**src/rtl/ahb_bus_arbiter.sv**
```systemverilog
// ahb_bus_arbiter: 16-master AHB arbiter, round-robin with lock override and split masking.
// Define AHB_ARB_FIXED_PRIO_EN to replace round-robin with fixed priority (master 0 highest).
module ahb_bus_arbiter (
    input  logic        HCLK,
    input  logic        HRESETn,
    input  logic [15:0] HBUSREQx,
    input  logic [15:0] HLOCKx,
    input  logic [15:0] HSPLIT,
    input  logic        HREADY,
    output logic [15:0] HGRANTx,
    output logic [3:0]  HMASTER,
    output logic        HMASTLOCK
);
    logic [15:0] elig;
    logic        lock_hold;
    logic [3:0]  win;
    logic [3:0]  gidx;

    assign elig      = HBUSREQx & ~HSPLIT;
    assign lock_hold = HMASTLOCK & HLOCKx[HMASTER] & elig[HMASTER];

`ifdef AHB_ARB_FIXED_PRIO_EN
    // lowest eligible index wins unless the locked owner keeps the bus
    always_comb begin
        win = HMASTER;
        for (int i = 15; i >= 0; i--)
            if (elig[i]) win = 4'(i);
        if (lock_hold) win = HMASTER;
    end
`else
    logic       found;
    logic [3:0] idx;

    // search upward from the owner+1 with wrap, owner last; locked owner overrides
    always_comb begin
        win   = HMASTER;
        found = 1'b0;
        idx   = '0;
        for (int i = 0; i < 16; i++) begin
            idx = HMASTER + 4'(i) + 4'd1;
            if (!found && elig[idx]) begin
                win   = idx;
                found = 1'b1;
            end
        end
        if (lock_hold) win = HMASTER;
    end
`endif

    // encode the one-hot grant into the handover master index
    always_comb begin
        gidx = '0;
        for (int i = 0; i < 16; i++)
            if (HGRANTx[i]) gidx = gidx | 4'(i);
    end

    // grant on HREADY-low cycles, hand ownership over on the next HREADY-high edge
    always_ff @(posedge HCLK or negedge HRESETn) begin
        if (!HRESETn) begin
            HGRANTx   <= '0;
            HMASTER   <= '0;
            HMASTLOCK <= 1'b0;
        end else if (HREADY) begin
            HGRANTx <= '0;
            if (|HGRANTx) begin
                HMASTER   <= gidx;
                HMASTLOCK <= HLOCKx[gidx];
            end
        end else begin
            HGRANTx <= (|elig) ? (16'd1 << win) : 16'd0;
        end
    end
endmodule

```
**config.mk**
```make
export PLATFORM = sky130hd
export DESIGN_NAME = ahb_bus_arbiter
export DESIGN_NICKNAME = d
export VERILOG_FILES = /design/src/rtl/ahb_bus_arbiter.sv
export SDC_FILE = /design/constraint.sdc
export NUM_CORES = 1
export LEC_CHECK = 0
export ABC_AREA = 1
export BUFFER_PORTS_ARGS = -buffer_cell sky130_fd_sc_hd__clkbuf_2
export CAP_MARGIN = 20
export CORE_ASPECT_RATIO = 1.25
export CORE_MARGIN = 1.5
export CORE_UTILIZATION = 50
export DETAILED_ROUTE_END_ITERATION = 10
export GPL_TIMING_DRIVEN = 0
export PLACE_DENSITY_LB_ADDON = 0.12
export RECOVER_POWER = 50
export SLEW_MARGIN = 20
export SYNTH_ARGS = -nofsm -noshare
export SYNTH_HDL_FRONTEND = slang
export SYNTH_SLANG_ARGS = --single-unit
```
**constraint.sdc**
```tcl
create_clock -name HCLK -period 4.1 [get_ports HCLK]
set_input_delay 0 -clock HCLK [delete_from_list [all_inputs] [get_ports HCLK]]
set_output_delay 0 -clock HCLK [all_outputs]
set_load 0.005 [all_outputs]
```
==> impl_metrics.csv, run 1 <==
group,metric,value,unit
floorplanning,die_w,77.54,um
grt,grt_max_degree,22,
synth,synth_edf_count,0,
critical_path,cp_max_fo,10,
synth,syn_area_per_cell,5.627,sq um
finish,area_growth_syn_to_layout,24.54,%
synth,syn_inst,617,
finish,drive_gt1_share,25.49,%
critical_path,endpoint_kind,"flop",
synth,synth-seq-area-share,15.14,%
synth,ys.flop_type,"dfrtp_1",
grt,grt-ovfl-total,0,
synth,synthMuxAreaShare,0,%
clock_tree,clkSinkCount,21,
synth,netlist_area,3472,sq um
sta,drv_slew,0,
finish,nFillCells,640,
route,wire_per_inst,14.66,um
synth,ys_types,44,
critical_path,required,4.29,ns
sta,fin_skew,0.001793,ns
synth,synth_top_family_by_area,"simple AND/OR/NAND/NOR gates",
synth,synth_top_area_share,19.35,%
route,drc,0,
grt,grt_pass1_wl,18.23,mm
floorplanning,start_util,52.23,%
placed_design,gp_congestion,0.9674,
grt,grt_util_all_layers,30.87,%
grt,antenna_found_initial,0,
grt,grt_pass1_vias,3988,
floorplanning,dieArea,7457,sq um
clock_tree,cts_made_buffers,3,
synth,synth_fa_ha_area_share,2.883,%
finish,finalNonFillerCells,797,
synth,synthesis.nets,676,
synth,yosys-top-cells-area,"nand2_1 (19%), dfrtp_1 (15%), nand3_1 (13%), inv_1 (8.9%), o21ai_0 (5.9%)",
sta,max_freq,0.2608,GHz
synth,synth-xor-area-share,2.018,%
finish,n_antenna_cell,0,
synth,synth_compound_area_share,17.26,%
synth,synth_seq_cells,21,
synth,async_flop_share,100.0,%
clock_tree,htree_levels,1,
placed_design,dp.cells,775,
critical_path,start_kind,"flop",
critical_path,critPathMostFrequentCell,"nand2_2",
route,num_vias,4375,
floorplanning,io_pins,72,
critical_path,crit_type,"flop to flop",
floorplanning,coreArea,6648,sq um
clock_tree,clock_latency,0.26,ns
placed_design,dpl_cell_area,3943,sq um
sta,finalSetupViolCount,0,
critical_path,path_buf_inv,6,
route,dr.pass1.iters,5,
synth,ys_warn_count,0,
synth,yosys.area_share.simple,49.01,%
placed_design,place_hpwl,9.197,mm
sta,hold_viol,0,
placed_design,dpl_worst_slack,-0.6141,ns
route,drtAntennaViolNets,0,
route,vias_per_cell,5.489,
finish,num-nets-final,770,
sta,fin_crit_sh,93.51,%
placed_design,portBuffers,71,
finish,fin_area,4324,sq um
run_status,status,"finished clean",
critical_path,cp.arrival,4.02,ns
job,drv_cap,0,
route,wl,11.68,mm
critical_path,cp_slowest_cell,"dfrtp_2",
floorplanning,die_h,96.17,um
sta,worst_pin_slew,1.102,ns
clock_tree,clock-root-buffer,"clkbuf_8",
floorplanning,placementRows,33,
sta,setup_slack,0.2661,ns
sta,period_minus_slack,3.834,ns
sta,slew_headroom,26.55,%
min_path,worst_hold_path_type,"input pin to flop",
critical_path,crit_path_max_incr_delay,0.41,ns
clock_tree,cts_tree,"done",
route,drt_iter0_markers,323,
sta,hold_slack,0.03112,ns
clock_tree,cts_buffer_depth,2,
clock_tree,path_clk_slew,0.07,ns
critical_path,cp_top_family,"simple AND/OR/NAND/NOR gates",
synth,synth_top_cell_by_area,"nand2_1",
cell families (layout without fill, tap and decap cells):
family / count (synthesis) / count (layout)
flops: 21 / 21
buf+inv: 112 / 205
simple gates: 369 / 369
xor+xnor: 5 / 5
compound gates: 102 / 102
fa+ha+maj: 8 / 8
repair_timing:
item	in CTS	in global routing
setup endpoints to repair	16	16
pin swaps	1	14
hold endpoints to repair	21	0
gates cloned	0	1
gates resized for setup	11	38
setup buffers	2	16
hold buffers	1	0
sequential cells by signal (all words and copies together), names as in the netlist:
register and cells:
HMASTER 4, HGRANTx 16, HMASTLOCK 1
cell type report:
| cell class | instances | area [sq um] | area share [%] |
|---|---|---|---|
| Sequential cell | 21 | 528.0 | 12.21 |
| Clock buffer | 4 | 45.04 | 1.042 |
| Multi-Input combinational cell | 484 | 2616 | 60.50 |
| Buffer | 13 | 125.1 | 2.894 |
| Timing Repair Buffer | 91 | 519.2 | 12.01 |
| Tap cell | 87 | 108.9 | 2.517 |
| Inverter | 97 | 381.6 | 8.825 |
per-stage QoR:
step | setup TNS [ns] | util (%)
detailed placement | -9.528 | 59.31
finish | 0 | 65.05
CTS | 0 | 60.68
floorplan | 0 | -
global route | -0.01229 | 65.05
global placement | -8.153 | 59.21
cell usage after synthesis, drive strengths merged (2+ instances only):
| library cell | number |
|---|---|
| nand2 | 197 |
| nand3 | 99 |
| inv | 95 |
| nor2 | 57 |
| o21ai | 53 |
| a21oi | 24 |
| dfrtp | 21 |
| buf | 13 |
| o211ai | 9 |
| ha | 8 |
| nand4 | 7 |
| xor2 | 4 |
| a31oi | 3 |
| nor3 | 3 |
| nor4 | 3 |
| o21a | 3 |
| a2111oi | 2 |
| a211oi | 2 |
| a22o | 2 |
| clkbuf | 2 |
| clkinv | 2 |
| or4 | 2 |
metal layers:
metal	wire length (um)	GRT usage (%)
met5	0	0
met4	371	11.21
met3	542	1.232
met2	6113	61.77
met1	4654	34.48
worst register-to-register path: cells and delay by family, from the launching register on:
family,cells,cell delay (ns)
DFF,1,0.41
buffers and inverters,6,0.67
adders and majority gates,1,0.24
AOI/OAI and AO/OA,2,0.29
and+or+nand+nor,19,2.17
layout by cell type, fill, tap and decap left out, types with 3 or more instances in the layout:
cell type | netlist | final
nor2_2 | 3 | 4
o21a_1 | 3 | 3
o21ai_0 | 41 | 41
nor3_1 | 3 | 3
ha_1 | 8 | 7
clkbuf_8 | 0 | 3
nor2_1 | 50 | 47
a21oi_1 | 21 | 20
a31oi_1 | 3 | 3
nand3_2 | 6 | 14
dfrtp_1 | 21 | 19
o21ai_1 | 9 | 9
xor2_1 | 3 | 3
nand3_1 | 92 | 84
buf_6 | 3 | 4
nand4_1 | 6 | 6
clkbuf_2 | 0 | 66
clkbuf_1 | 2 | 8
nor2_4 | 3 | 5
nand2_4 | 1 | 6
nand2_2 | 17 | 22
o211ai_1 | 9 | 9
inv_1 | 82 | 82
nand2_1 | 179 | 169
buf_4 | 7 | 23
inv_2 | 12 | 11
a21oi_2 | 3 | 3
worst paths after layout:
path                             from           to  slack, ns  cells past startpoint
max                        HMASTER[0]   HGRANTx[8]       0.27                     28
min                            HREADY   HMASTER[3]       0.03                      2
max reg2reg                HMASTER[0]   HGRANTx[8]       0.27                     28
min reg2reg                 HMASTLOCK    HMASTLOCK       0.57                      2
max in group asynchronous     HRESETn   HMASTER[1]       2.90                      2
min in group asynchronous     HRESETn  HGRANTx[11]       0.46                      2
Power of run 1 is not shown: default switching activity piles up to over one toggle a cycle in this logic, so the estimate is an artifact.
==> run 2, diff against run 1 <==
CORE_ASPECT_RATIO = 1.2   (was 1.25)
MAX_ROUTING_LAYER = met4   (was default)
==> impl_metrics.csv, run 2 (synthesized netlist as in run 1, its figures left out) <==
group,metric,value,unit
sta,rsz0062_at_grt,"false",
floorplanning,die_h,94.29,um
floorplanning,coreArea,6771,sq um
clock_tree,clock_latency,0.26,ns
sta,drv_slew,0,
sta,worst_pin_slew,1.089,ns
clock_tree,cts_made_buffers,3,
critical_path,required,4.29,ns
sta,finalSetupViolCount,0,
min_path,hp-start,"HREADY",
floorplanning,die_w,79.07,um
min_path,holdPathStages,2,
clock_tree,path_clk_slew,0.07,ns
route,wl,11.45,mm
clock_tree,cts_buffer_depth,2,
route,drt_iter0_markers,252,
route,drtAntennaViolNets,0,
grt,antenna_found_initial,0,
sta,fin_crit_sh,91.87,%
critical_path,worstReg2RegStart,"HMASTER[0]",
finish,finalNonFillerCells,793,
clock_tree,cts_tree,"done",
placed_design,portBuffers,71,
grt,grt_pass1_wl,18.24,mm
sta,fin_skew,0.002127,ns
critical_path,crit_type,"flop to flop",
finish,finalCoreUtilization,63.41,%
sta,period_minus_slack,3.767,ns
finish,top_regs,"HGRANTx: 16 flops, HMASTER: 4 flops, HMASTLOCK: 1 flops",
finish,final_cell_mix,"nand2_1 (169), inv_1 (82), nand3_1 (82)",
finish,layout_commonest_cell,"nand2_1",
route,drc,0,
finish,num-nets-final,766,
finish,largest_reg_flops,16,
sta,hold_viol,0,
floorplanning,placementRows,33,
critical_path,cp_slowest_cell,"dfrtp_2",
critical_path,r2r_cells,31,
sta,fin_setup_tns,0,ns
finish,largest-register,"HGRANTx",
finish,area_growth_syn_to_layout,23.68,%
sta,slew_headroom,27.42,%
min_path,worst_hold_path_type,"input pin to flop",
grt,grt_max_degree,22,
placed_design,dp.cells,775,
route,vias_per_cell,5.449,
clock_tree,clock-root-buffer,"clkbuf_8",
clock_tree,htree_levels,1,
route,num_vias,4321,
critical_path,ff2ff_setup_slack,0.33,ns
grt,grt-ovfl-total,0,
route,dr.pass1.iters,5,
job,drv_cap,0,
critical_path,endpoint_kind,"flop",
route,wire_per_inst,14.44,um
grt,grt_pass1_vias,4106,
critical_path,cp_max_fo,10,
floorplanning,io_pins,72,
critical_path,reg2reg_to,"HGRANTx[1]",
finish,n_antenna_cell,0,
placed_design,gp_congestion,0.9562,
floorplanning,start_util,51.27,%
finish,drive_gt1_share,25.35,%
floorplanning,dieArea,7455,sq um
grt,grt_util_all_layers,32.15,%
run_status,status,"finished clean",
min_path,hold_end,"HMASTER[3]",
critical_path,crit_path_max_incr_delay,0.40,ns
critical_path,critPathMostFrequentCell,"nand2_2",
placed_design,place_hpwl,9.119,mm
critical_path,start_kind,"flop",
sta,max_freq,0.2655,GHz
critical_path,cp.arrival,3.96,ns
clock_tree,clkSinkCount,21,
-- run 2: how the worst max path moves through the flow --
stage | from | end | slack, ns | depth (start not counted)
global placement | HMASTER[1] | HGRANTx[5] | -0.61 | 28
global route | HMASTER[0] | HGRANTx[3] | 0.02 | 31
finish | HMASTER[0] | HGRANTx[1] | 0.33 | 31
floorplan | HMASTER[1] | HGRANTx[0] | 0.28 | 30
CTS | HMASTER[0] | HGRANTx[8] | 0.03 | 30
detailed placement | HMASTER[1] | HGRANTx[5] | -0.68 | 27
-- run 2: cell type report --
type	instances	area, sq um
Timing Repair Buffer	87	489.2
Sequential cell	21	528.0
Clock inverter	1	5.005
Inverter	97	381.6
Buffer	13	125.1
Fill cell	668	2477
Multi-Input combinational cell	484	2615
Tap cell	87	108.9
Clock buffer	3	41.29
-- run 2: stage by stage --
step / worst slack, ns / hold slack, ns / instance area, sq um
floorplan: 0.2762 / -0.2956 / 3472
global placement: -0.6100 / -0.02043 / 3936
detailed placement: -0.6837 / -0.01395 / 3943
CTS: 0.03308 / 0.04586 / 4038
global route: 0.01555 / 0.06637 / 4294
finish: 0.3333 / 0.04889 / 4294
-- run 2: worst max-delay path: cells and delay by family, from the launching register on --
kind / cells / cell delay [ns]
fa+ha+maj: 1 / 0.26
buf+inv: 8 / 0.80
flops: 1 / 0.40
simple gates: 22 / 2.21
-- run 2: what timing repair did --
action,in CTS,in global routing
pin swaps,1,20
gates resized for setup,9,41
hold endpoints to repair,21,0
cloned,0,1
setup buffers,3,11
hold buffers,1,0
setup endpoints to repair,16,16
-- run 2: layer usage --
| layer | track usage (%) | wire [um] | vias to the layer above |
|---|---|---|---|
| li1 | - | - | 2198 |
| met1 | 35.37 | 4719 | 1948 |
| met2 | 57.19 | 5716 | 134 |
| met3 | 3.107 | 445 | 41 |
| met4 | 16.52 | 569 | 0 |
| met5 | - | 0 | - |
Power of run 2 is left out for the same reason.
